### config.mk
export PLATFORM = sky130hd
export DESIGN_NAME = hazard_forward_ctrl
export DESIGN_NICKNAME = d
export VERILOG_FILES = /design/src/rtl/hazard_forward_ctrl_pkg.sv /design/src/rtl/hazard_forward_ctrl_slot_reg.sv /design/src/rtl/hazard_forward_ctrl.sv
export SDC_FILE = /design/constraint.sdc
export NUM_CORES = 1
export LEC_CHECK = 0
export CAP_MARGIN = 20
export CORE_ASPECT_RATIO = 1.2
export CORE_MARGIN = 8
export CORE_UTILIZATION = 46
export CTS_CLUSTER_DIAMETER = 50
export DETAILED_ROUTE_END_ITERATION = 10
export PLACE_DENSITY = 0.79
export SYNTH_ARGS = -nofsm -noshare
export SYNTH_HDL_FRONTEND = slang
export SYNTH_SLANG_ARGS = --single-unit
### constraint.sdc
create_clock -name clk -period 1.8 [get_ports clk]
set_input_delay 0.27 -clock clk [delete_from_list [all_inputs] [get_ports clk]]
set_output_delay 0.27 -clock clk [all_outputs]
set_load 0.02 [all_outputs]
### src/rtl/hazard_forward_ctrl_pkg.sv
// Shared types for the hazard/forwarding controller: shadow-slot layout,
// the all-zero bubble constant and the "writer" predicate.
package hazard_forward_ctrl_pkg;

  localparam int REG_W = 4;
  localparam logic [REG_W-1:0] ZERO_REG = '0;

  typedef struct packed {
    logic             valid;
    logic [REG_W-1:0] rs;
    logic [REG_W-1:0] rt;
    logic             uses_rs;
    logic             uses_rt;
    logic [REG_W-1:0] dst;
    logic             wen;
    logic             is_load;
    logic             is_store;
  } slot_t;

  localparam slot_t BUBBLE = '0;

  // R0 writes are architecturally discarded, so they never count as producers.
  function automatic logic is_writer(input slot_t s);
    return s.valid && s.wen && (s.dst != ZERO_REG);
  endfunction

endpackage

### src/rtl/hazard_forward_ctrl_slot_reg.sv
// One shadow pipeline slot: sync reset and bubble insertion override data load.
module hazard_slot_reg
  import hazard_forward_ctrl_pkg::*;
(
  input  logic  clk,
  input  logic  rst,
  input  logic  load_bubble,
  input  logic  load_data,
  input  slot_t d,
  output slot_t q
);

  always_ff @(posedge clk) begin
    if (rst || load_bubble) begin
      q <= BUBBLE;
    end else if (load_data) begin
      q <= d;
    end
  end

endmodule

### src/rtl/hazard_forward_ctrl.sv
// Load-use stall and EX/MEM forwarding-select generation from an E/M/W shadow
// pipeline. Optional saturating event counters under `HAZARD_STATS_EN.
module hazard_forward_ctrl
  import hazard_forward_ctrl_pkg::*;
#(
  parameter int REG_W              = 4,
  parameter int NUM_STAGES_TRACKED = 3
) (
  input  logic             clk,
  input  logic             rst,
  input  logic [REG_W-1:0] d_rs,
  input  logic [REG_W-1:0] d_rt,
  input  logic             d_uses_rs,
  input  logic             d_uses_rt,
  input  logic [REG_W-1:0] d_dst,
  input  logic             d_wen,
  input  logic             d_is_load,
  input  logic             d_is_store,
  input  logic             d_valid,
  input  logic             flush,
  output logic [1:0]       ex_ex_forwarding,
  output logic [1:0]       ex_mem_forwarding,
  output logic             mem_mem_forwarding,
  output logic             stall
`ifdef HAZARD_STATS_EN
  ,
  output logic [15:0]      stat_stall_cycles,
  output logic [15:0]      stat_fwd_ex,
  output logic [15:0]      stat_fwd_mem
`endif
);

  slot_t d_slot;
  slot_t slot_q [NUM_STAGES_TRACKED];
  slot_t e, m, w;
  logic  e_bubble;

  always_comb begin
    d_slot          = BUBBLE;
    d_slot.valid    = d_valid;
    d_slot.rs       = d_rs;
    d_slot.rt       = d_rt;
    d_slot.uses_rs  = d_uses_rs;
    d_slot.uses_rt  = d_uses_rt;
    d_slot.dst      = d_dst;
    d_slot.wen      = d_wen;
    d_slot.is_load  = d_is_load;
    d_slot.is_store = d_is_store;
  end

  // Stall and flush both squash the Decode instruction into a single bubble.
  assign e_bubble = stall || flush || !d_valid;

  // Shadow pipeline: slot 0 = EX, 1 = MEM, 2 = WB
  for (genvar i = 0; i < NUM_STAGES_TRACKED; i++) begin : g_slot
    if (i == 0) begin : g_first
      hazard_slot_reg u_slot (
        .clk         (clk),
        .rst         (rst),
        .load_bubble (e_bubble),
        .load_data   (1'b1),
        .d           (d_slot),
        .q           (slot_q[i])
      );
    end else begin : g_rest
      hazard_slot_reg u_slot (
        .clk         (clk),
        .rst         (rst),
        .load_bubble (1'b0),
        .load_data   (1'b1),
        .d           (slot_q[i-1]),
        .q           (slot_q[i])
      );
    end
  end

  assign e = slot_q[0];
  assign m = slot_q[1];
  assign w = slot_q[2];

  // Hazard decode: combinational from the slots and Decode inputs
  always_comb begin
    ex_ex_forwarding   = 2'b00;
    ex_mem_forwarding  = 2'b00;
    mem_mem_forwarding = 1'b0;
    stall              = 1'b0;

    // A load in MEM has no result yet; its consumer was already stalled.
    ex_ex_forwarding[0] = e.uses_rs && is_writer(m) && (m.dst == e.rs) && !m.is_load;
    ex_ex_forwarding[1] = e.uses_rt && is_writer(m) && (m.dst == e.rt) && !m.is_load;

    ex_mem_forwarding[0] = e.uses_rs && is_writer(w) && (w.dst == e.rs) && !ex_ex_forwarding[0];
    ex_mem_forwarding[1] = e.uses_rt && is_writer(w) && (w.dst == e.rt) && !ex_ex_forwarding[1];

    mem_mem_forwarding = m.valid && m.is_store && is_writer(w) && (w.dst == m.rt);

    // SW store data behind LW is picked up later by MEM->MEM forwarding.
    stall = d_valid && is_writer(e) && e.is_load &&
            ((d_uses_rs && (d_rs == e.dst)) ||
             (d_uses_rt && (d_rt == e.dst) && !d_is_store));
  end

  logic unused_fields;
  assign unused_fields = ^{e.is_store, m.rs, m.uses_rs, m.uses_rt,
                           w.rs, w.rt, w.uses_rs, w.uses_rt, w.is_load, w.is_store};

`ifdef HAZARD_STATS_EN
  function automatic logic [15:0] sat_inc(input logic [15:0] cnt, input logic en);
    return (en && (cnt != 16'hFFFF)) ? cnt + 16'd1 : cnt;
  endfunction

  always_ff @(posedge clk) begin
    if (rst) begin
      stat_stall_cycles <= '0;
      stat_fwd_ex       <= '0;
      stat_fwd_mem      <= '0;
    end else begin
      stat_stall_cycles <= sat_inc(stat_stall_cycles, stall);
      stat_fwd_ex       <= sat_inc(stat_fwd_ex, |ex_ex_forwarding);
      stat_fwd_mem      <= sat_inc(stat_fwd_mem, (|ex_mem_forwarding) || mem_mem_forwarding);
    end
  end
`endif

endmodule

Word level (Yosys, flattened, before mapping)
Cells that the tools add are included.
- flip-flop bits (word level): 36
- input port bits: 21
- word-level logic and storage cells: 64
- eq/ne operators: 7
- reduce and logical (&&, ||, !) cells: 39
- operators with widths (cell ; number):
    == test 4 bit ; 7
    logical AND 1 bit ; 27
    nonzero test 4 bit ; 3
    zero test 1 bit ; 5
    logical OR 1 bit ; 4

Logic depth before layout (Yosys ltp)
- word-level depth: 8
- depth in mapped cells: 5

By module
From an unflattened synthesis, not the netlist that was laid out.
- cells, all modules: 241
- area, all modules: 2471.1 sq um
- modules (own cells, without submodules) (module ; instances ; cells an instance ; area an instance (sq um)):
    hazard_slot_reg ; 3 ; 59 ; 663.1
    hazard_forward_ctrl ; 1 ; 64 ; 481.7

Least setup slack after synthesis
Ideal clock, no wire load.
- path kind: register to output
- start point: register g_slot[1].g_rest.u_slot.q[3] (netlist bit)
- end point: output port ex_mem_forwarding[1]
- arrival time: 1631 ps
- data required time: 1530 ps
- path slack: -101 ps
- stages on the path, launching flop included: 5
- path buffers: 0
- cell sequence: dfxtp_1 > nor4_1 > or3_1 > nor3_1 > nor4_1
- cells in the longest elaborated chain, start to end: 7
- elaborated cells between the ends (all ways): 8
- classes of those cells: 1 x eq/ne; 7 x reduce/logical
- ends and longest elaborated chain (what ; RTL line ; source):
    from (decl) ; hazard_forward_ctrl_slot_reg.sv:10 ; output slot_t q
    from (signal assigned) ; hazard_forward_ctrl_slot_reg.sv:15 ; q <= BUBBLE;
    from (signal assigned) ; hazard_forward_ctrl_slot_reg.sv:17 ; q <= d;
    nonzero test 4 bit ; hazard_forward_ctrl_pkg.sv:24 ; return s.valid && s.wen && (s.dst != ZERO_REG);
    logical AND 1 bit ; hazard_forward_ctrl_pkg.sv:24 ;
    logical AND 1 bit ; hazard_forward_ctrl.sv:90 ; ex_ex_forwarding[1] = e.uses_rt && is_writer(m) && (m.dst == e.rt) && !m.is_load;
    logical AND 1 bit (*) (2 in a row) ; hazard_forward_ctrl.sv:90 ;
    named net ex_ex_forwarding[1] ; hazard_forward_ctrl.sv:21 ; output logic [1:0] ex_ex_forwarding,
    zero test 1 bit (*) ; hazard_forward_ctrl.sv:93 ; ex_mem_forwarding[1] = e.uses_rt && is_writer(w) && (w.dst == e.rt) && !ex_ex_forwarding[1];
    logical AND 1 bit (*) ; hazard_forward_ctrl.sv:93 ;
    to (decl) ; hazard_forward_ctrl.sv:22 ; output logic [1:0] ex_mem_forwarding,
The timed path passes the listed nets; every way through them passes the cells marked *.

Worst setup path in the final report
- start point: input port d_valid
- end point: output port stall
- cells in the longest elaborated chain, start to end: 3
- ends and longest elaborated chain (what ; RTL line ; source):
    from (decl) ; hazard_forward_ctrl.sv:19 ; input logic d_valid,
    logical AND 1 bit (3 in a row) ; hazard_forward_ctrl.sv:98 ; stall = d_valid && is_writer(e) && e.is_load &&
    to (decl) ; hazard_forward_ctrl.sv:24 ; output logic stall
Every way passes these cells.

==> flow_summary_export.csv <==
group,metric,value,unit
sta,post-route-min-period,1.989,ns
routing,drt-wirelength-per-cell,15.44,microns
clock_tree,cts_tree,"built",
setup_path,cp_max_fo,2,
grt,grt_first_pass_wirelength,5837,microns
logic_synthesis,ys_seq_area_share,48.90,%
clock_tree,cts_made_buffers,5,
routing,drt_iter0_drc,34,
logic_synthesis,yosysWarnings,0,
run_status,status,"finished, violations left",
setup_path,worstSetupStartpoint,"d_valid",
power,p_leak,0.8061,nW
setup_path,cp_top_family,"buffers and inverters",
setup_path,required,1.53,ns
run_status,violations,"setup timing",
grt,grt_overflow,0,
cells_and_area,diodes,0,
sta,hold_viol,0,
sta,fmaxAchievable,0.5028,GHz
power,power_density,696.6,nW/um^2
floorplan,dieArea,5279,sq um
flow_run,max-cap-violations,0,
setup_path,worst-path-stages,7,
floorplan,start_util,48.24,%
setup_path,path_buf_inv,3,
grt,first_global_vias,1331,
logic_synthesis,syn_avg_cell_area,10.53,sq um
sta,finalMaxSlewViolations,0,
floorplan,num_io_pins,27,
logic_synthesis,ys.flop_type,"dfxtp_1",
sta,worst_slack,-0.1889,ns
place,place_ws,-0.6373,ns
setup_path,path_class,"in2out",
place,place_hpwl,2693,microns
setup_path,worstSetupStartpointType,"primary input",
place,placed_cell_area,1931,sq um
clock_tree,cts_root_buffer,"clkbuf_4",
floorplan,die_w,67.68,microns
cells_and_area,stdcell_count,231,
routing,drt-total-wl,3567,microns
cells_and_area,final_area,2211,sq um
min_path,hold_class,"reg2reg",
routing,avgViaCountPerCell,5.351,
setup_path,r2r_start,"g_slot[0].g_first.u_slot.q[6]",
cells_and_area,postLayoutCoreUtil,72.36,%
clock_tree,htreeDepth,2,
setup_path,cp_cell_sequence,"clkdlybuf4s50_1 -> and4_1 -> o41ai_4 -> buf_4 -> nor4_4 -> or2_1 -> buf_6",
setup_path,r2r_end,"g_slot[0].g_first.u_slot.q[11]",
setup_path,endpoint_kind,"output pin",
routing,antenna_left,0,
floorplan,num_rows,22,
floorplan,core,3055,sq um
place,port_buffers,26,
setup_path,r2r_cells,6,
logic_synthesis,ys_ff_latch,36,
place,gp_congestion,0.8942,
place,placedCellCount,220,
grt,grt_antenna_before_repair,0,
sta,tightestPinTransition,0.3358,ns
clock_tree,clock_latency,0.34,ns
sta,min_period_over_period,110.5,%
cells_and_area,nets,215,
grt,grt_start_max_net_pins,19,
grt,grtUsageTotal,14.22,%
logic_synthesis,ys_types,26,
power,irDropWorstVdd,818.8,uV
clock_tree,clkTransAtPathRegs,0.11,ns
clock_tree,hold_buffers,0,
sta,setup_viol,3,
setup_path,cp.arrival,1.72,ns
logic_synthesis,synth_edf_count,0,
setup_path,slowest_delay,0.49,ns
clock_tree,cts.sinks,36,
routing,firstDrtPassIters,4,
logic_synthesis,syn_area,1474,sq um
sta,slew_headroom,77.30,%
setup_path,reg2reg_slack,0.03,ns
logic_synthesis,async_flop_share,0,%
sta,finClkSkew,0.01414,ns
setup_path,critPathCapture,"stall",
logic_synthesis,synth.net_count,161,
logic_synthesis,postSynthCellCount,140,
sta,rsz0062_at_grt,"yes",
cells_and_area,final.fill_count,222,
sta,holdWs,0.4605,ns
clock_tree,cts_buffer_depth,2,
cells_and_area,syn2layout_area_growth,50.00,%
cells_and_area,drive_above_1_share,38.46,%
sta,fin_setup_tns,-0.2824,ns
floorplan,fp.dieH,78.01,microns
routing,vias,1236,
setup_path,crit_slowest_cell,"clkdlybuf4s50_1",
routing,drc,0,
power,p_total,1.540,mW
-- worst register-to-register path, delay by kind of cell, from the launching register on --
family | cells | cell delay, ns
AO/OA/AOI/OAI | 1 | 0.34
AND/OR/NAND/NOR | 2 | 0.42
buffers and inverters | 3 | 0.52
flip-flops | 1 | 0.37
-- cells in the mapped netlist, drive strengths merged (2+ instances only) --
master / count / area share, %
nor2: 3 / 0.76
nor2b: 17 / 7.2
buf: 2 / 1.5
dfxtp: 36 / 49
nor4b: 14 / 8.3
nor3: 5 / 1.7
nand2: 6 / 1.5
inv: 4 / 1.0
nand2b: 3 / 1.3
nor4: 7 / 5.0
clkbuf: 2 / 0.51
xnor2: 21 / 12
nand3: 8 / 2.7
-- sequential cells by signal, summed over array words and instances, names as in the netlist --
name                     flops
g_slot.g_rest.u_slot.q      18
g_slot.g_first.u_slot.q     18
-- how the worst min path moves through the flow --
stage,slack (ns),cells after the start,to,start
final,0.46,1,g_slot[1].g_rest.u_slot.q[0],g_slot[0].g_first.u_slot.q[0]
after global routing,0.45,3,g_slot[0].g_first.u_slot.q[5],d_dst[2]
after CTS,0.45,3,g_slot[0].g_first.u_slot.q[5],d_dst[2]
after detailed placement,0.43,1,g_slot[1].g_rest.u_slot.q[0],g_slot[0].g_first.u_slot.q[0]
after global placement,0.43,1,g_slot[1].g_rest.u_slot.q[0],g_slot[0].g_first.u_slot.q[0]
after floorplan,0.34,1,g_slot[1].g_rest.u_slot.q[0],rst
-- report_power, final --
group	total, mW	switching (mW)	internal, mW
Sequential	0.827	0.0162	0.811
Combinational	0.159	0.0619	0.0971
Clock	0.554	0.264	0.289
-- timing repair --
action                                 in CTS  in global routing
pin swaps                                  16                 12
endpoints found under the hold margin       0                  0
resized for setup                          64                 12
setup endpoints to repair                   7                  6
setup buffers                               2                  1
gates cloned                                0                  0
-- placed cells by master (no fill, tap or decap), drive strengths merged --
master,count
a221o,1
and4,1
buf,31
bufinv,1
clkbuf,5
clkdlybuf4s50,20
clkinv,1
clkinvlp,1
dfxtp,36
inv,4
nand2,6
nand2b,3
nand3,8
nand4b,1
nor2,3
nor2b,17
nor3,5
nor4,7
nor4b,14
o2111ai,1
o221ai,1
o22ai,1
o41ai,1
or2,1
or2b,1
or3,1
or4,1
xnor2,21
xor2,1
-- logic make-up after synthesis --
kind of cell,Yosys count,synth area share [%]
xor gates and xnor gates,22,13.07
DFF,36,48.90
and+or+nand+nor,69,31.58
AOI/OAI and AO/OA,5,3.396
buffers and inverters,8,3.056
-- layout make-up --
| class | instances | area, sq um | area share (%) |
|---|---|---|---|
| multi-input combinational | 96 | 875.8 | 39.62 |
| sequential | 36 | 743.2 | 33.62 |
| timing repair buffer | 51 | 451.7 | 20.43 |
| tap | 36 | 45.04 | 2.037 |
| clock inverter | 3 | 42.54 | 1.924 |
| clock buffer | 5 | 37.54 | 1.698 |
| inverter | 4 | 15.01 | 0.6791 |
-- metal layers --
metal  part of all wire, %  track usage [%]  routed length [microns]  vias up
met5                     0                0                        0        -
met2                    53            25.55                     1895       45
met1                    38            13.73                     1367      574
met4                   2.6            6.499                       93        0
met3                   5.9            5.256                      210       10
li1                      -                -                        -      607
(Power assumes the default switching activity.)
